`src/rtl/if_fetch_pkg.sv`:
```
// -----------------------------------------------------------------------------
// if_fetch_pkg
// Shared definitions for the instruction-fetch stage: bus widths, stall
// encodings, the reset fetch address, bus layouts and a small alignment helper.
// -----------------------------------------------------------------------------
package if_fetch_pkg;

    localparam int          STALL_BUS_W = 6;
    localparam int          BR_WD       = 33;
    localparam int          IF_TO_ID_WD = 33;

    localparam logic        STOP        = 1'b1;
    localparam logic        NO_STOP     = 1'b0;

    localparam logic [31:0] PC_RESET    = 32'hBFC0_0000;
    localparam logic [31:0] PC_STEP     = 32'd4;

    // {br_e, br_addr} as driven by ID
    typedef struct packed {
        logic        br_e;
        logic [31:0] br_addr;
    } br_bus_t;

    // {ce, pc} as consumed by ID
    typedef struct packed {
        logic        ce;
        logic [31:0] pc;
    } if_to_id_t;

    // A fetch address is misaligned when it is not on a word boundary
    function automatic logic pc_misaligned(input logic [31:0] pc);
        return (pc[1:0] != 2'b00);
    endfunction

endpackage

```
`src/rtl/if_fetch_if.sv`:
```
// -----------------------------------------------------------------------------
// if_fetch_if
// Bundles the fetch stage's pipeline and instruction-SRAM signals.
//   master : the fetch stage (drives if_to_id_bus, if_inst, if_adel, SRAM req)
//   slave  : the environment (ID stage / stall control / instruction SRAM)
// Signals:
//   stall           - pipeline stall vector, bit 0 freezes PC, bit 1 = ID holds
//   br_bus          - {br_e, br_addr} from ID
//   if_to_id_bus    - {ce, pc} to ID
//   if_inst         - stall-stable instruction word to ID
//   if_adel         - current fetch PC is misaligned
//   inst_sram_*     - synchronous instruction SRAM port
// -----------------------------------------------------------------------------
interface if_fetch_if;
    import if_fetch_pkg::*;

    logic [STALL_BUS_W-1:0] stall;
    logic [BR_WD-1:0]       br_bus;
    logic [IF_TO_ID_WD-1:0] if_to_id_bus;
    logic [31:0]            if_inst;
    logic                   if_adel;
    logic                   inst_sram_en;
    logic [3:0]             inst_sram_wen;
    logic [31:0]            inst_sram_addr;
    logic [31:0]            inst_sram_wdata;
    logic [31:0]            inst_sram_rdata;

    modport master (
        input  stall,
        input  br_bus,
        input  inst_sram_rdata,
        output if_to_id_bus,
        output if_inst,
        output if_adel,
        output inst_sram_en,
        output inst_sram_wen,
        output inst_sram_addr,
        output inst_sram_wdata
    );

    modport slave (
        output stall,
        output br_bus,
        output inst_sram_rdata,
        input  if_to_id_bus,
        input  if_inst,
        input  if_adel,
        input  inst_sram_en,
        input  inst_sram_wen,
        input  inst_sram_addr,
        input  inst_sram_wdata
    );

endinterface

```
`src/rtl/if_fetch_inst_hold_buf.sv`:
```
// -----------------------------------------------------------------------------
// inst_hold_buf
// Keeps the instruction word seen by ID constant while ID is stalled. The SRAM
// read data keeps moving when only ID stalls (the PC still advances), so the
// word present on the first stalled cycle is captured and replayed until the
// stall releases.
// Ports:
//   clk, resetn - clock, asynchronous active-low reset
//   stall_id    - ID-hold stall bit (STOP = ID is holding its input)
//   rdata       - raw instruction SRAM read data
//   inst        - instruction word presented to ID
// -----------------------------------------------------------------------------
module inst_hold_buf
    import if_fetch_pkg::*;
(
    input  logic        clk,
    input  logic        resetn,
    input  logic        stall_id,
    input  logic [31:0] rdata,
    output logic [31:0] inst
);

    logic        hold_v_r;
    logic [31:0] hold_inst_r;

    // Capture the first stalled word once; drop the hold when ID moves again
    always_ff @(posedge clk or negedge resetn) begin
        if (!resetn) begin
            hold_v_r    <= 1'b0;
            hold_inst_r <= 32'h0000_0000;
        end else if (stall_id == STOP) begin
            if (!hold_v_r) begin
                hold_v_r    <= 1'b1;
                hold_inst_r <= rdata;
            end else begin
                hold_v_r    <= hold_v_r;
                hold_inst_r <= hold_inst_r;
            end
        end else begin
            hold_v_r    <= 1'b0;
            hold_inst_r <= hold_inst_r;
        end
    end

    assign inst = hold_v_r ? hold_inst_r : rdata;

endmodule

```
`src/rtl/if_fetch.sv`:
```
// -----------------------------------------------------------------------------
// if_fetch
// Instruction-fetch stage of the 5-stage MIPS pipeline. Owns the PC, applies
// branch redirects from ID (remembering one that arrives while the PC is
// frozen), drives the synchronous instruction SRAM and hands {ce, pc} plus a
// stall-stable instruction word to ID.
// Ports:
//   clk     - sole clock
//   resetn  - asynchronous active-low reset
//   bus     - if_fetch_if.master (stall, br_bus, if_to_id_bus, if_inst,
//             if_adel, inst_sram_*)
// Parameter:
//   RESET_PC - first fetch address after reset
// -----------------------------------------------------------------------------
module if_fetch
    import if_fetch_pkg::*;
#(
    parameter logic [31:0] RESET_PC = PC_RESET
)
(
    input  logic          clk,
    input  logic          resetn,
    if_fetch_if.master    bus
);

    br_bus_t     br_s;
    logic        stop_pc_s;
    logic [31:0] next_pc_s;
    logic        adel_s;
    logic [31:0] if_inst_s;

    logic [31:0] pc_r;
    logic        ce_r;
    logic        redir_v_r;
    logic [31:0] redir_addr_r;

    assign br_s      = br_bus_t'(bus.br_bus);
    assign stop_pc_s = (bus.stall[0] == STOP);

    // Next fetch address: a live branch beats a remembered one, else sequential
    always_comb begin
        next_pc_s = pc_r + PC_STEP;
        if (br_s.br_e) begin
            next_pc_s = br_s.br_addr;
        end else if (redir_v_r) begin
            next_pc_s = redir_addr_r;
        end else begin
            next_pc_s = pc_r + PC_STEP;
        end
    end

    // PC / fetch-enable update; a branch seen while frozen is parked (latest wins)
    always_ff @(posedge clk or negedge resetn) begin
        if (!resetn) begin
            pc_r         <= RESET_PC - PC_STEP;
            ce_r         <= 1'b0;
            redir_v_r    <= 1'b0;
            redir_addr_r <= 32'h0000_0000;
        end else if (!stop_pc_s) begin
            pc_r         <= next_pc_s;
            ce_r         <= 1'b1;
            redir_v_r    <= 1'b0;
            redir_addr_r <= redir_addr_r;
        end else if (br_s.br_e) begin
            pc_r         <= pc_r;
            ce_r         <= ce_r;
            redir_v_r    <= 1'b1;
            redir_addr_r <= br_s.br_addr;
        end else begin
            pc_r         <= pc_r;
            ce_r         <= ce_r;
            redir_v_r    <= redir_v_r;
            redir_addr_r <= redir_addr_r;
        end
    end

    assign adel_s = ce_r & pc_misaligned(pc_r);

    // Enable drops during a PC stall so the SRAM output register keeps its word
    assign bus.inst_sram_en    = ce_r & ~stop_pc_s & ~adel_s;
    assign bus.inst_sram_wen   = 4'b0000;
    assign bus.inst_sram_addr  = pc_r;
    assign bus.inst_sram_wdata = 32'h0000_0000;

    assign bus.if_adel         = adel_s;
    assign bus.if_to_id_bus    = {ce_r, pc_r};

    inst_hold_buf u_hold (
        .clk      (clk),
        .resetn   (resetn),
        .stall_id (bus.stall[1]),
        .rdata    (bus.inst_sram_rdata),
        .inst     (if_inst_s)
    );

    assign bus.if_inst = if_inst_s;

endmodule

```
`src/flat_wrapper.sv`:
```
// flat-port wrapper written by rule: the top's interface ports become plain ports
module if_fetch_flat import if_fetch_pkg::*;
#(
    parameter logic [31:0] RESET_PC = PC_RESET
)
  (clk, resetn, bus_stall, bus_br_bus, bus_inst_sram_rdata, bus_if_to_id_bus, bus_if_inst, bus_if_adel, bus_inst_sram_en, bus_inst_sram_wen, bus_inst_sram_addr, bus_inst_sram_wdata);
  if_fetch_if bus_i ();
  input  logic clk;
  input  logic resetn;
  input wire logic [$bits(bus_i.stall)-1:0] bus_stall;
  input wire logic [$bits(bus_i.br_bus)-1:0] bus_br_bus;
  input wire logic [$bits(bus_i.inst_sram_rdata)-1:0] bus_inst_sram_rdata;
  output wire logic [$bits(bus_i.if_to_id_bus)-1:0] bus_if_to_id_bus;
  output wire logic [$bits(bus_i.if_inst)-1:0] bus_if_inst;
  output wire logic [$bits(bus_i.if_adel)-1:0] bus_if_adel;
  output wire logic [$bits(bus_i.inst_sram_en)-1:0] bus_inst_sram_en;
  output wire logic [$bits(bus_i.inst_sram_wen)-1:0] bus_inst_sram_wen;
  output wire logic [$bits(bus_i.inst_sram_addr)-1:0] bus_inst_sram_addr;
  output wire logic [$bits(bus_i.inst_sram_wdata)-1:0] bus_inst_sram_wdata;
  assign bus_i.stall = bus_stall;
  assign bus_i.br_bus = bus_br_bus;
  assign bus_i.inst_sram_rdata = bus_inst_sram_rdata;
  assign bus_if_to_id_bus = bus_i.if_to_id_bus;
  assign bus_if_inst = bus_i.if_inst;
  assign bus_if_adel = bus_i.if_adel;
  assign bus_inst_sram_en = bus_i.inst_sram_en;
  assign bus_inst_sram_wen = bus_i.inst_sram_wen;
  assign bus_inst_sram_addr = bus_i.inst_sram_addr;
  assign bus_inst_sram_wdata = bus_i.inst_sram_wdata;
  if_fetch #(.RESET_PC(RESET_PC)) u_core (.clk(clk), .resetn(resetn), .bus(bus_i));
endmodule
```
`config.mk`:
```
export PLATFORM = sky130hd
export DESIGN_NAME = if_fetch_flat
export DESIGN_NICKNAME = d
export VERILOG_FILES = /design/src/rtl/if_fetch_pkg.sv /design/src/rtl/if_fetch_if.sv /design/src/rtl/if_fetch_inst_hold_buf.sv /design/src/rtl/if_fetch.sv /design/src/flat_wrapper.sv
export SDC_FILE = /design/constraint.sdc
export NUM_CORES = 1
export LEC_CHECK = 0
export ABC_AREA = 0
export ABC_CLOCK_PERIOD_IN_PS = 4400
export CAP_MARGIN = 30
export CORE_MARGIN = 8
export CORE_UTILIZATION = 49
export CTS_CLUSTER_DIAMETER = 50
export DETAILED_ROUTE_END_ITERATION = 8
export GPL_TIMING_DRIVEN = 0
export MAX_ROUTING_LAYER = met4
export PLACE_DENSITY = 0.87
export SLEW_MARGIN = 15
export SYNTH_ARGS = -nofsm -noshare
export SYNTH_HDL_FRONTEND = slang
export SYNTH_SLANG_ARGS = --single-unit
```
`constraint.sdc`:
```
create_clock -name clk -period 4.4 [get_ports clk]
set_input_delay 1.1 -clock clk [delete_from_list [all_inputs] [get_ports clk]]
set_output_delay 1.1 -clock clk [all_outputs]
set_load 0.02 [all_outputs]
```
==> results.json <==
{
  "outcome": "complete, no violations",
  "synth_edf_count": 0,
  "grt-ovfl-total": 0,
  "p_per_area_nw_per_um2": 394,
  "drc": 0,
  "slew_headroom_pct": 54.1,
  "cts.clk_slew.worst_paths_ns": 0.07,
  "crit_required_ns": 3.30,
  "p_leak_uw": 0.00341,
  "grt_max_degree": 55,
  "final_layout_size_suffix_gt1_share_pct": 30.1,
  "synth_ff_type": "dfrtp_1",
  "final_net_count": 823,
  "synthAdderAreaFrac_pct": 0.218,
  "wl_um": 17200,
  "synth_simple_gate_area_share_pct": 10.9,
  "antenna_found_initial": 0,
  "crit_path_max_fanout": 10,
  "cts_buffers": 9,
  "worst-r2r-cell-count": 6,
  "timing.rr.end": "u_core.bus.inst_sram_addr[22]$_DFFE_PN0N_",
  "core_area_sq_um": 11400,
  "synth-compound-area-share_pct": 12.6,
  "h-tree-depth": 3,
  "grt_pass1_wl_um": 26500,
  "synth_top_family_by_area": "multiplexers",
  "min_to": "u_core.u_hold.hold_inst_r[5]$_DFFE_PN0P_",
  "r2r-start": "u_core.bus.inst_sram_addr[2]$_DFFE_PN1N_",
  "yosys_warnings": 0,
  "endpoint_kind": "primary output",
  "r2r_setup_slack_ns": 2.34,
  "ir_worst_vdd_mv": 0.256,
  "crit_family": "buffers and inverters",
  "hp-class": "reg -> reg",
  "synth_seq_area_share_pct": 43.8,
  "fin_cells": 897,
  "period_share_pct": 90.2,
  "fp.dieH_um": 124,
  "setup_viol": 0,
  "ys_ff_latch": 99,
  "worst_slew_pin_slew_ns": 0.689,
  "cts-resized-gates": 0,
  "insertedDiodeCount": 0,
  "grt_pass1_vias": 5173,
  "clock_latency_ns": 0.35,
  "max-clock-path-buffers": 2,
  "cts_root_buf": "clkbuf_16",
  "yosysUniqueCellTypes": 53,
  "num_rows": 39,
  "cts_tree": "built",
  "antenna_left": 0,
  "place_inst": 881,
  "slowest_stage": "clkdlybuf4s50_1",
  "cap_violations": 0,
  "dr.first_iter.drc_count": 454,
  "cts_hold_buf": 0,
  "cp.arrival_ns": 2.87,
  "dr_total_vias": 4987,
  "total_power_uw": 3170,
  "dpl.hpwl_um": 13000,
  "route.detailed.vias_per_inst": 5.56,
  "async_reset_ff_share_pct": 100,
  "syn2layout_area_growth_pct": 40.6,
  "fmax_ghz": 0.252,
  "finalCriticalPeriod_ns": 3.97,
  "initial_core_util_pct": 50.2,
  "port_buffers": 165,
  "ioPinCount": 208,
  "gp_congestion": 0.881,
  "final_max_slew_viol_count": 0,
  "rsz0062_at_grt": "false",
  "fill_cells": 851,
  "worstSetupPathType": "in -> out",
  "netlist_area_sq_um": 5730,
  "die_w_um": 124,
  "syn_area_per_cell_sq_um": 10.7,
  "synthMuxAreaShare_pct": 19.9,
  "netlist_instances": 537,
  "place_ws_ns": 0.484,
  "cp.buffers_inverters": 4,
  "die-area_sq_um": 15400,
  "grt.total_usage_pct": 22.7,
  "clock_skew_ns": 0.0110,
  "crit_path_cell_trace": "clkbuf_1, buf_2, clkbuf_1, nor4b_1, clkdlybuf4s50_1",
  "wl_per_cell_um": 19.1,
  "worstHoldPathCells": 1,
  "final_hold_viol_count": 0,
  "finalWorstSetupSlack_ns": 0.432,
  "firstDrtPassIters": 5,
  "crit_top_cell": "clkbuf_1",
  "critPathMaxStageDelay_ns": 0.67,
  "startpoint_type": "input port",
  "min-delay-start": "u_core.u_hold.hold_inst_r[5]$_DFFE_PN0P_",
  "synth-xor-area-share_pct": 0.611,
  "post_cts_buffers": 0,
  "clock-sinks": 99
}
power by group:
part	switching (uW)	total [uW]	internal, uW
logic	493	1050	553
clock network	353	885	532
registers	149	1240	1090
Yosys cell counts (5+ instances only):
library cell   n  share of area, %
buf_4         69               9.0
o21ai_0       26               2.3
a221oi_1       6              0.92
a31oi_1        7              0.76
mux2_2        92                18
buf_2         11              0.96
inv_1          6              0.39
dfstp_2       28                13
nand4_1       12               1.3
nand2_1       22               1.4
a22oi_1       13               1.7
clkbuf_1      13              0.85
dfrtp_1       71                31
nor2_1        33               2.2
nand3_1       12               1.0
mux2i_1        6               1.0
o22ai_1        5              0.55
and3_1         5              0.55
buf_1          8              0.52
a21oi_1       19               1.7
o21ai_1        8              0.70
final cells by class:
class | count | area (sq um) | area share (%)
Timing Repair Buffer | 166 | 1680 | 20.9
Clock buffer | 11 | 253 | 3.14
Tap cell | 143 | 179 | 2.22
Multi-Input combinational cell | 366 | 2680 | 33.2
Buffer | 101 | 652 | 8.09
Inverter | 6 | 22.5 | 0.279
Sequential cell | 99 | 2510 | 31.2
Clock inverter | 5 | 85.1 | 1.06
state kept, by name (all words and copies together) (netlist names):
register,flops
u_core.redir_addr_r,32
u_core.bus.inst_sram_addr,32
u_core.ce_r,1
u_core.redir_v_r,1
u_core.u_hold.hold_inst_r,32
u_core.u_hold.hold_v_r,1
stage by stage:
stage | util [%] | TNS, ns | hold WS (ns) | area, sq um
after floorplan | - | 0 | 0.471 | 5860
after global placement | 67.4 | -107.27 | 0.482 | 7690
after detailed placement | 67.6 | 0 | 0.491 | 7720
after CTS | 70.6 | 0 | 0.505 | 8060
after global routing | 70.6 | 0 | 0.519 | 8060
final | 70.6 | 0 | 0.502 | 8060
worst max path at each step:
stage | from | to | slack (ns) | depth (start not counted)
detailed placement | bus_stall[0] | bus_inst_sram_en | 0.48 | 5
floorplan | bus_stall[0] | bus_inst_sram_en | 0.90 | 4
finish | bus_stall[0] | bus_inst_sram_en | 0.43 | 5
global placement | resetn | u_core.u_hold.hold_inst_r[4]$_DFFE_PN0P_ | -1.42 | 1
CTS | bus_stall[0] | bus_inst_sram_en | 0.48 | 5
global route | bus_stall[0] | bus_inst_sram_en | 0.35 | 5
worst register-to-register path: stages, from the launching register on:
cell     delay (ns)
dfstp_2        0.61
ha_1           0.24
nand3_2        0.21
nor3_4         0.37
nand4_1        0.18
o31a_1         0.26
o22ai_1        0.12
cells in the final DEF (no fill, tap or decap), drive strengths merged, types with 3 or more instances in the layout:
cell,count
clkbuf,24
a21boi,3
nand2,22
a2bb2oi,4
nor4,4
a221oi,6
o31a,4
mux2i,6
dfstp,28
nor2,33
inv,6
conb,36
clkdlybuf4s50,164
a211o,3
a221o,3
o21ai,34
mux2,96
nor2b,4
a22o,4
a22oi,13
o22ai,5
nand3,13
a21oi,19
xor2,3
nor3,5
a31oi,7
dfrtp,71
nand4,14
and3,6
buf,90
cell families (layout without fill, tap and decap cells):
family / Yosys count / in the layout
flip-flops: 99 / 99
multiplexers: 102 / 102
XOR/XNOR: 4 / 4
other: 1 / 36
buffers and inverters: 107 / 289
AND/OR/NAND/NOR: 112 / 112
AO/OA/AOI/OAI: 111 / 111
adder cells (fa/ha/maj): 1 / 1
layer usage:
metal / vias to the layer above / GRT usage [%] / share of wire (%)
met1: 2366 / 25.0 / 36
met4: 0 / 10.2 / 3.0
met3: 47 / 6.89 / 12
met5: - / - / 0
met2: 313 / 37.1 / 49
li1: 2261 / - / -
Power figures use the tool's default switching activity.
